[src/rtl/timer_axi.sv]
// 32-bit down-counting timer with an AXI4-Lite slave register interface.
// Supports one-shot/periodic counting, compare, input capture, external
// event counting, PWM, a zero-event trigger pulse and a level interrupt.
//
// Write FSM state | meaning
//   W_IDLE        | waiting for awvalid
//   W_AW          | awready high, address accepted on awvalid
//   W_W           | wready high, register updated on wvalid
//   W_B           | bvalid high until bready
// Read FSM state  | meaning
//   R_IDLE        | waiting for arvalid
//   R_AR          | arready high, rdata latched on arvalid
//   R_DATA        | rvalid high until rready
module timer_axi #(
    parameter int SYNC_STAGES = 2
) (
    input  logic        aclk,
    input  logic        aresetn,
    input  logic [31:0] awaddr,
    input  logic [2:0]  awprot,
    input  logic        awvalid,
    output logic        awready,
    input  logic [31:0] wdata,
    input  logic [3:0]  wstrb,
    input  logic        wvalid,
    output logic        wready,
    output logic [1:0]  bresp,
    output logic        bvalid,
    input  logic        bready,
    input  logic [31:0] araddr,
    input  logic [2:0]  arprot,
    input  logic        arvalid,
    output logic        arready,
    output logic [31:0] rdata,
    output logic [1:0]  rresp,
    output logic        rvalid,
    input  logic        rready,
    input  logic        ext_meas_i,
    input  logic        capture_i,
    output logic        pwm_o,
    output logic        trigger_o,
    output logic        irq
);

    typedef enum logic [1:0] {W_IDLE, W_AW, W_W, W_B} w_state_t;
    typedef enum logic [1:0] {R_IDLE, R_AR, R_DATA}    r_state_t;

    w_state_t w_state, w_next;
    r_state_t r_state, r_next;
    logic [2:0]  w_sel;
    logic [3:0]  ctrl;
    logic [31:0] load, count, capture, cmp;
    logic [2:0]  stat, int_en;
    logic [SYNC_STAGES-1:0] ext_sync, cap_sync;
    logic ext_prev, cap_prev;
    logic [31:0] rd_mux;
    logic [31:0] ctrl_wval, load_wval, int_en_wval, cmp_wval;
    logic wr_fire, ctrl_wr, en_start, run, tick, zero_evt, cmp_evt;
    logic ext_rise, cap_rise;
    logic [2:0] stat_clr, stat_set;
    logic unused_ok;

    function automatic logic [31:0] apply_strb(input logic [31:0] old_val,
                                               input logic [31:0] new_val,
                                               input logic [3:0]  strb);
        logic [31:0] res;
        for (int b = 0; b < 4; b++)
            res[b*8 +: 8] = strb[b] ? new_val[b*8 +: 8] : old_val[b*8 +: 8];
        return res;
    endfunction

    assign bresp = 2'b00;
    assign rresp = 2'b00;
    assign irq   = |(stat & int_en);
    assign unused_ok = ^{awprot, arprot, awaddr[31:5], awaddr[1:0],
                         araddr[31:5], araddr[1:0]};

    // Write and read state registers.
    always_ff @(posedge aclk or negedge aresetn) begin
        if (!aresetn) begin
            w_state <= W_IDLE;
            r_state <= R_IDLE;
        end else begin
            w_state <= w_next;
            r_state <= r_next;
        end
    end

    // Write channel next state and handshake outputs.
    always_comb begin
        w_next  = w_state;
        awready = 1'b0;
        wready  = 1'b0;
        bvalid  = 1'b0;
        case (w_state)
            W_IDLE: if (awvalid) w_next = W_AW;
            W_AW: begin
                awready = 1'b1;
                if (awvalid) w_next = W_W;
            end
            W_W: begin
                wready = 1'b1;
                if (wvalid) w_next = W_B;
            end
            default: begin
                bvalid = 1'b1;
                if (bready) w_next = W_IDLE;
            end
        endcase
    end

    // Read channel next state and handshake outputs.
    always_comb begin
        r_next  = r_state;
        arready = 1'b0;
        rvalid  = 1'b0;
        case (r_state)
            R_IDLE: if (arvalid) r_next = R_AR;
            R_AR: begin
                arready = 1'b1;
                if (arvalid) r_next = R_DATA;
            end
            default: begin
                rvalid = 1'b1;
                if (rready) r_next = R_IDLE;
            end
        endcase
    end

    // Read data decode.
    always_comb begin
        rd_mux = 32'd0;
        case (araddr[4:2])
            3'd0: rd_mux = {28'd0, ctrl};
            3'd1: rd_mux = load;
            3'd2: rd_mux = count;
            3'd3: rd_mux = {29'd0, stat};
            3'd4: rd_mux = {29'd0, int_en};
            3'd5: rd_mux = capture;
            3'd6: rd_mux = cmp;
            default: rd_mux = 32'd0;
        endcase
    end

    // Latch write address and read data at their address handshakes.
    always_ff @(posedge aclk or negedge aresetn) begin
        if (!aresetn) begin
            w_sel <= 3'd0;
            rdata <= 32'd0;
        end else begin
            if (w_state == W_AW && awvalid) w_sel <= awaddr[4:2];
            if (r_state == R_AR && arvalid) rdata <= rd_mux;
        end
    end

    // Input synchronizers with rising-edge history.
    always_ff @(posedge aclk or negedge aresetn) begin
        if (!aresetn) begin
            ext_sync <= '0;
            cap_sync <= '0;
            ext_prev <= 1'b0;
            cap_prev <= 1'b0;
        end else begin
            ext_sync <= {ext_sync[SYNC_STAGES-2:0], ext_meas_i};
            cap_sync <= {cap_sync[SYNC_STAGES-2:0], capture_i};
            ext_prev <= ext_sync[SYNC_STAGES-1];
            cap_prev <= cap_sync[SYNC_STAGES-1];
        end
    end

    assign ext_rise = ext_sync[SYNC_STAGES-1] & ~ext_prev;
    assign cap_rise = cap_sync[SYNC_STAGES-1] & ~cap_prev;

    assign wr_fire     = (w_state == W_W) && wvalid;
    assign ctrl_wr     = wr_fire && (w_sel == 3'd0);
    assign ctrl_wval   = apply_strb({28'd0, ctrl}, wdata, wstrb);
    assign load_wval   = apply_strb(load, wdata, wstrb);
    assign int_en_wval = apply_strb({29'd0, int_en}, wdata, wstrb);
    assign cmp_wval    = apply_strb(cmp, wdata, wstrb);

    // Writing EN=0 halts counting at the very edge the write lands.
    assign en_start = ctrl_wr & ctrl_wval[0] & ~ctrl[0];
    assign run      = ctrl[0] & ~(ctrl_wr & ~ctrl_wval[0]);
    assign tick     = run & (ctrl[3] ? ext_rise : 1'b1);
    assign zero_evt = tick & (count == 32'd0);
    assign cmp_evt  = tick & (count == cmp);
    assign stat_clr = (wr_fire && w_sel == 3'd3) ? (wdata[2:0] & {3{wstrb[0]}}) : 3'd0;
    assign stat_set = {cap_rise, cmp_evt, zero_evt};

    // Register file, counter, status and registered outputs.
    always_ff @(posedge aclk or negedge aresetn) begin
        if (!aresetn) begin
            ctrl      <= 4'd0;
            load      <= 32'd0;
            count     <= 32'd0;
            stat      <= 3'd0;
            int_en    <= 3'd0;
            capture   <= 32'd0;
            cmp       <= 32'd0;
            trigger_o <= 1'b0;
            pwm_o     <= 1'b0;
        end else begin
            if (ctrl_wr)
                ctrl <= ctrl_wval[3:0];
            else if (zero_evt && !ctrl[1])
                ctrl[0] <= 1'b0;
            if (wr_fire && w_sel == 3'd1) load   <= load_wval;
            if (wr_fire && w_sel == 3'd4) int_en <= int_en_wval[2:0];
            if (wr_fire && w_sel == 3'd6) cmp    <= cmp_wval;

            if (en_start)
                count <= load;
            else if (tick) begin
                if (count == 32'd0)
                    count <= ctrl[1] ? load : count;
                else
                    count <= count - 32'd1;
            end

            stat <= (stat & ~stat_clr) | stat_set;
            if (cap_rise) capture <= count;
            trigger_o <= zero_evt;
            pwm_o     <= ctrl[0] & ctrl[2] & (count < cmp);
        end
    end

endmodule

[config.mk]
export PLATFORM = sky130hd
export DESIGN_NAME = timer_axi
export DESIGN_NICKNAME = d
export VERILOG_FILES = /design/src/rtl/timer_axi.sv
export SDC_FILE = /design/constraint.sdc
export NUM_CORES = 1
export LEC_CHECK = 0
export ABC_AREA = 1
export CORE_AREA = 2 2 144 146
export CTS_CLUSTER_DIAMETER = 40
export DETAILED_ROUTE_END_ITERATION = 10
export DIE_AREA = 0 0 146 148
export PLACE_DENSITY = 0.75
export SLEW_MARGIN = 20
export SYNTH_ARGS = -nofsm -noshare
export SYNTH_HDL_FRONTEND = slang
export SYNTH_SLANG_ARGS = --single-unit
export TNS_END_PERCENT = 30
[constraint.sdc]
create_clock -name aclk -period 2.2 [get_ports aclk]
set_clock_uncertainty 0.1 [all_clocks]
set_input_delay 0.44 -clock aclk [delete_from_list [all_inputs] [get_ports aclk]]
set_output_delay 0.44 -clock aclk [all_outputs]
set_load 0.02 [all_outputs]
---- After elaboration in Yosys (flattened, before gate mapping) ----
Cells that the tools add are included.
cells by class
  $lt $le $gt $ge ......................... 1
  multiplexer cells ....................... 24
  div/mod/pow operators ................... 0
  reduce and logical (&&, ||, !) cells .... 35
  bitwise gates (word level) .............. 21
  equal/unequal tests ..................... 20
  $mul .................................... 0
  shift operators ......................... 0
  add/sub/neg operators ................... 1
operators with widths
  operator                                                               count
  32-bit one-hot mux with 7 select lines                                 1
  32-bit 2-to-1 mux                                                      4
  32-bit equality test                                                   1
  32-bit logical NOT                                                     1
  32-bit < comparator                                                    1
  32-bit by 1-bit subtractor with 32-bit output, second input constant   1
  2-bit AND reduction                                                    11
  3-bit equality test, second input constant                             5
  2-bit 2-to-1 mux                                                       7
  1-bit AND                                                              11
  2-bit inequality test, second input constant                           5
  3-bit AND                                                              3
  3-bit by 2-bit equality test with 1-bit output, second input constant  3
  1-bit logical AND                                                      9
  1-bit 2-to-1 mux                                                       9
  3-bit by 1-bit equality test with 1-bit output, second input constant  2
  3-bit logical NOT                                                      2
  2-bit one-hot mux with 3 select lines                                  1
  3-bit OR reduction                                                     2
  1-bit inverter                                                         5
  2-bit by 1-bit equality test with 1-bit output, second input constant  2
  2-bit logical NOT                                                      2
  2-bit one-hot mux with 2 select lines                                  1
  4-bit AND reduction                                                    1
  other kinds (11)                                                       12
storage, ports and cells
  output and inout bits ................... 44
  latch bits .............................. 0
  memory bits (writable) .................. 0
  bits in read-only memories .............. 0
  logic and storage cells ................. 126
  memories ................................ 0
  register bits after elaboration ......... 185

---- Longest topological paths before layout ----
  depth in word-level cells ............... 11
  depth in mapped cells ................... 13

---- Worst setup path after synthesis ----
OpenSTA, ideal clock, no wires.
  path type ............................... reg-to-reg
  from .................................... reg w_state[0]
  to ...................................... reg count[14]
  library setup time ...................... 0.117 ns
  buffers on the path ..................... 1
  arrival time ............................ 1.825 ns
  slack ................................... 0.157 ns
  stages on the path, launching flop included .. 13
  required time ........................... 1.983 ns
  cells stage by stage .................... dfrtp_1 -> inv_1 -> ha_1 -> nand3_2 -> nor2_4 -> nand3_4 -> nand2_1 -> inv_2 -> a21oi_4 -> inv_2 -> buf_6 -> nand2_1 -> nand2_1
between the ends
  cells in the longest elaborated chain, start to end .. 9
  elaborated cells between the ends (all ways) .. 13
ends and longest elaborated chain
  element                        line  text
  from (decl)                    48    w_state_t w_state, w_next;
  from (signal assigned)         84    w_state <= w_next;
  2-bit equality test (*)        174   assign wr_fire = (w_state == W_W) && wvalid;
  1-bit logical AND (*)          174
  1-bit logical AND (*)          175   assign ctrl_wr = wr_fire && (w_sel == 3'd0);
  1-bit AND                      183   assign run = ctrl[0] & ~(ctrl_wr & ~ctrl_wval[0]);
  1-bit inverter                 183
  1-bit AND                      183
  1-bit AND                      184   assign tick = run & (ctrl[3] ? ext_rise : 1'b1);
  2-bit nonzero test (no line)   --
  2-bit AND reduction (no line)  --
  to (signal assigned)           212   count <= load;
  to (signal assigned)           215   count <= ctrl[1] ? load : count;
  to (signal assigned)           217   count <= count - 32'd1;
  to (decl)                      52    logic [31:0] load, count, capture, cmp;
Mark *: on every way between the ends. The rest lies on a longest branch, timed or not.
A chain may end at the register's enable or synchronous reset.

---- Worst setup path after layout ----
  from .................................... reg r_state[1]
  to ...................................... out arready
between the ends
  cells in the longest elaborated chain, start to end .. 2
ends and longest elaborated chain
  element                                         line  text
  from (decl)                                     49    r_state_t r_state, r_next;
  from (signal assigned)                          85    r_state <= r_next;
  2-bit by 1-bit equality test with 1-bit output  117   case (r_state)
  1-bit 2-to-1 mux                                117
  to (decl)                                       33    output logic arready,
Every way passes these cells.

==> parameters.txt <==
Parameter                              Value

Timing
  Number of max-slew violations in the final report    0
  Hold Vio Cnt, Final    0
  Max Clock Freq    477 MHz
  Final worst path period need    2.10 ns
  Worst hold margin    0.248 ns
  Unrepaired setup endpoints after global routing    no
  Worst-Margin Slew    0.631 ns
  Period utilization    0.953
  Final setup vio count    0
  Slew margin rel.    0.579

Worst hold path
  Hold path depth    0
  Hold Path Class    reg2reg

Place
  PortBufs    90
  Detailed placer's ending HPWL    19800 µm
  Routability congestion estimate    0.919
  Number of cells in the design after placement    1711

Global routing
  Initial antenna violation count    0
  Largest net degree at the start of global routing    49
  Total routing resource utilization after global routing    0.257
  First-pass GRT wire length    44900 µm
  Congestion Overflow GR    0
  Via count of the first global-routing pass    8992

Final layout
  Fraction of layout cells with a size suffix above 1    0.0997
  Register area    0.00463 mm²
  Multi-input gate area    0.00467 mm²
  Post-layout instance count excluding filler cells    1744
  Total number of nets in the final design    1614
  Filler Cell Count    1834
  Synth-to-layout area growth    22.9%
  Number of diodes    0

Job
  Max-cap viol count    0

CTS
  Number of levels in the clock H-tree    4
  Bufs on Longest Clock Path    2
  TritonCTS clock tree    built
  Clock transition at the registers of the reported paths    0.07 ns
  Clock net sink count    185
  Total CTS buffers    17
  Clock insertion delay at the later pin of the skew report    0.44 ns
  Count of buffers added by post-CTS timing repair for setup    0
  Root buffer selected by CTS    clkbuf_16

Synth
  Most used flip-flop cell after synthesis    dfrtp_1
  Instance count of the mapped netlist    1327
  Number of distinct library cells after synthesis    36
  Sequential share of the synthesized area    0.461
  Post-Synthesis Cell Area    0.0100 mm²
  Post-synth EDFFs    0
  Average instance area after synthesis    7.57 µm²
  Yosys warns    0
  Fraction of registers with async set or reset after synthesis    1.00
  Flip-flop and latch count after synthesis    185

Route
  Antenna violation net count after detailed routing    0
  Detailed Routing Iterations Pass 1    6
  Number of vias per cell    5.27
  Wire length reported by the detailed router    26900 µm
  Routed wire per std cell    15.4 µm
  Remaining design rule violation count    0
  Via count of the routed design    9194
  Initial DRC Count    674

Power and ir drop
  Sequential cell fraction of total power    0.346
  Areal power density over the cells    1260 mW/mm²
  Leakage dissipation    6.32 nW
  Final Power    15.5 mW
  Clock network fraction of design power    0.204
  Worst voltage drop across the vdd grid    682 µV
  Internal power    9.03 mW
  Proportion of power drawn by combinational gates    0.450
  Switching share of power    0.418
  Psw    6.47 mW

Die
  Row count    52
  Die outline area    0.0216 mm²
  Core ar.    0.0200 mm²
  Die Span X    146 µm
  Effective utilization at floorplan    0.501
  Die height    148 µm
  Top Ports    159

Worst setup path
  Type of the worst setup path    reg2out
  Critical path data required time    1.66 ns
  Count of cells along the worst register-to-register path    8
  Endpoint arrival time on the critical path    1.56 ns
  Max Fanout on Critical Path    4
  Kind of start point of the critical path    register
  Type of destination of the critical path    output pin

Outcome
  Result of the run    finished clean
[critical path, cell delays in order (launching register included)]
cell and delay [ns]:
dfrtp_1 0.40, nor2_1 0.11, clkdlybuf4s50_1 0.60
[metal layers]
| metal | up-vias | track usage | wire [µm] |
|---|---|---|---|
| li1 | 4489 | - | - |
| met1 | 4341 | 0.345 | 12000 |
| met2 | 318 | 0.432 | 12600 |
| met3 | 46 | 0.0358 | 1610 |
| met4 | 0 | 0.0879 | 625 |
| met5 | - | 0 | 0 |
[cells by family after synthesis]
group / after synthesis / share of synthesized area
mux: 15 / 0.0168
xor+xnor: 10 / 0.00872
buf+inv: 185 / 0.0770
other cells: 1 / 0.000373
flops: 185 / 0.461
simple gates: 713 / 0.285
compound gates: 180 / 0.104
fa+ha+maj: 38 / 0.0473
[power groups by stage]
stage | logic (mW) | clock network, mW | registers (mW)
after CTS | 6.94 | 3.20 | 5.35
after global placement | 6.72 | 0 | 5.35
after floorplan | 4.20 | 0 | 5.58
final | 6.98 | 3.16 | 5.36
after detailed placement | 6.91 | 0 | 5.39
after global routing | 7.85 | 3.35 | 5.51
[cell usage after synthesis (all sizes together), types with 2 or more instances]
master / n / area [µm²]
nand2: 519 / 1960
dfrtp: 185 / 4630
inv: 136 / 510
nor2: 120 / 488
o21ai: 87 / 439
nand3: 56 / 298
a21oi: 52 / 272
ha: 38 / 475
o2111ai: 28 / 245
buf: 25 / 173
clkbuf: 24 / 90.1
mux2: 15 / 169
xor2: 10 / 87.6
nand4: 8 / 50.1
o22ai: 6 / 37.5
nor3: 5 / 25.0
nand3b: 4 / 30.0
o211ai: 2 / 15.0
o21a: 2 / 15.0
[final cells by class]
type | instances | area share
Timing Repair Buffer | 161 | 0.129
Inverter | 136 | 0.0415
Clock inverter | 11 | 0.0109
Clock buffer | 21 | 0.0381
Tap cell | 270 | 0.0274
Sequential cell | 185 | 0.375
Multi-Input combinational cell | 960 | 0.378
[stage by stage]
stage / utilization / worst slack [ns] / area, µm² / TNS, ns
2_1_floorplan: - / 0.157 / 10100 / 0
4_1_cts: 0.615 / 0.00767 / 12300 / 0
5_1_grt: 0.616 / 0.0173 / 12300 / 0
6_report: 0.616 / 0.103 / 12300 / 0
3_5_place_dp: 0.585 / -0.159 / 11700 / -6.16
3_3_place_gp: 0.585 / -0.111 / 11700 / -4.55
[final timing paths]
path / startpoint / end / slack [ns]
max in group asynchronous: aresetn / count[31]$_DFFE_PN0P_ / 0.96
min reg2reg: ext_sync[0]$_DFF_PN0_ / ext_sync[1]$_DFF_PN0_ / 0.25
min: ext_sync[0]$_DFF_PN0_ / ext_sync[1]$_DFF_PN0_ / 0.25
min in group asynchronous: aresetn / rdata[12]$_DFFE_PN0P_ / 0.41
max reg2reg: count[0]$_DFFE_PN0P_ / count[31]$_DFFE_PN0P_ / 0.14
max: r_state[1]$_DFFE_PN0P_ / arready / 0.10
[cell usage in the layout, fill, tap and decap left out, drive strengths merged]
cell type,synthesis,layout
nor4,1,1
conb,1,4
o21ai,87,87
o2111ai,28,28
dlygate4sd3,0,1
buf,25,70
bufinv,0,2
nand3,56,56
dlymetal6s2s,0,1
nor2,120,120
a22oi,1,1
nand3b,4,4
a21oi,52,52
o21a,2,2
dlygate4sd2,0,3
clkdlybuf4s50,0,85
clkinv,0,6
nor3,5,5
nand4,8,8
inv,136,139
o31ai,1,1
o211ai,2,2
clkbuf,24,22
a21boi,1,1
xor2,10,10
dfrtp,185,185
o22ai,6,6
mux2,15,15
nand2,519,519
ha,38,38
[sequential cells by signal, indices dropped and copies added (netlist names)]
| register | cells |
|---|---|
| count | 32 |
| cap_prev | 1 |
| ext_sync | 2 |
| load | 32 |
| int_en | 3 |
| w_sel | 3 |
| capture | 32 |
| pwm_o | 1 |
| r_state | 2 |
| stat | 3 |
| trigger_o | 1 |
| ext_prev | 1 |
| ctrl | 4 |
| w_state | 2 |
| rdata | 32 |
| cmp | 32 |
| cap_sync | 2 |
[repair_timing]
item	4_1_cts	5_1_grt
hold buffers	1	0
setup endpoints to repair	7	88
hold endpoints to repair	42	0
gates resized for setup	4	6
Note: power is estimated with default switching activity, not from simulation.
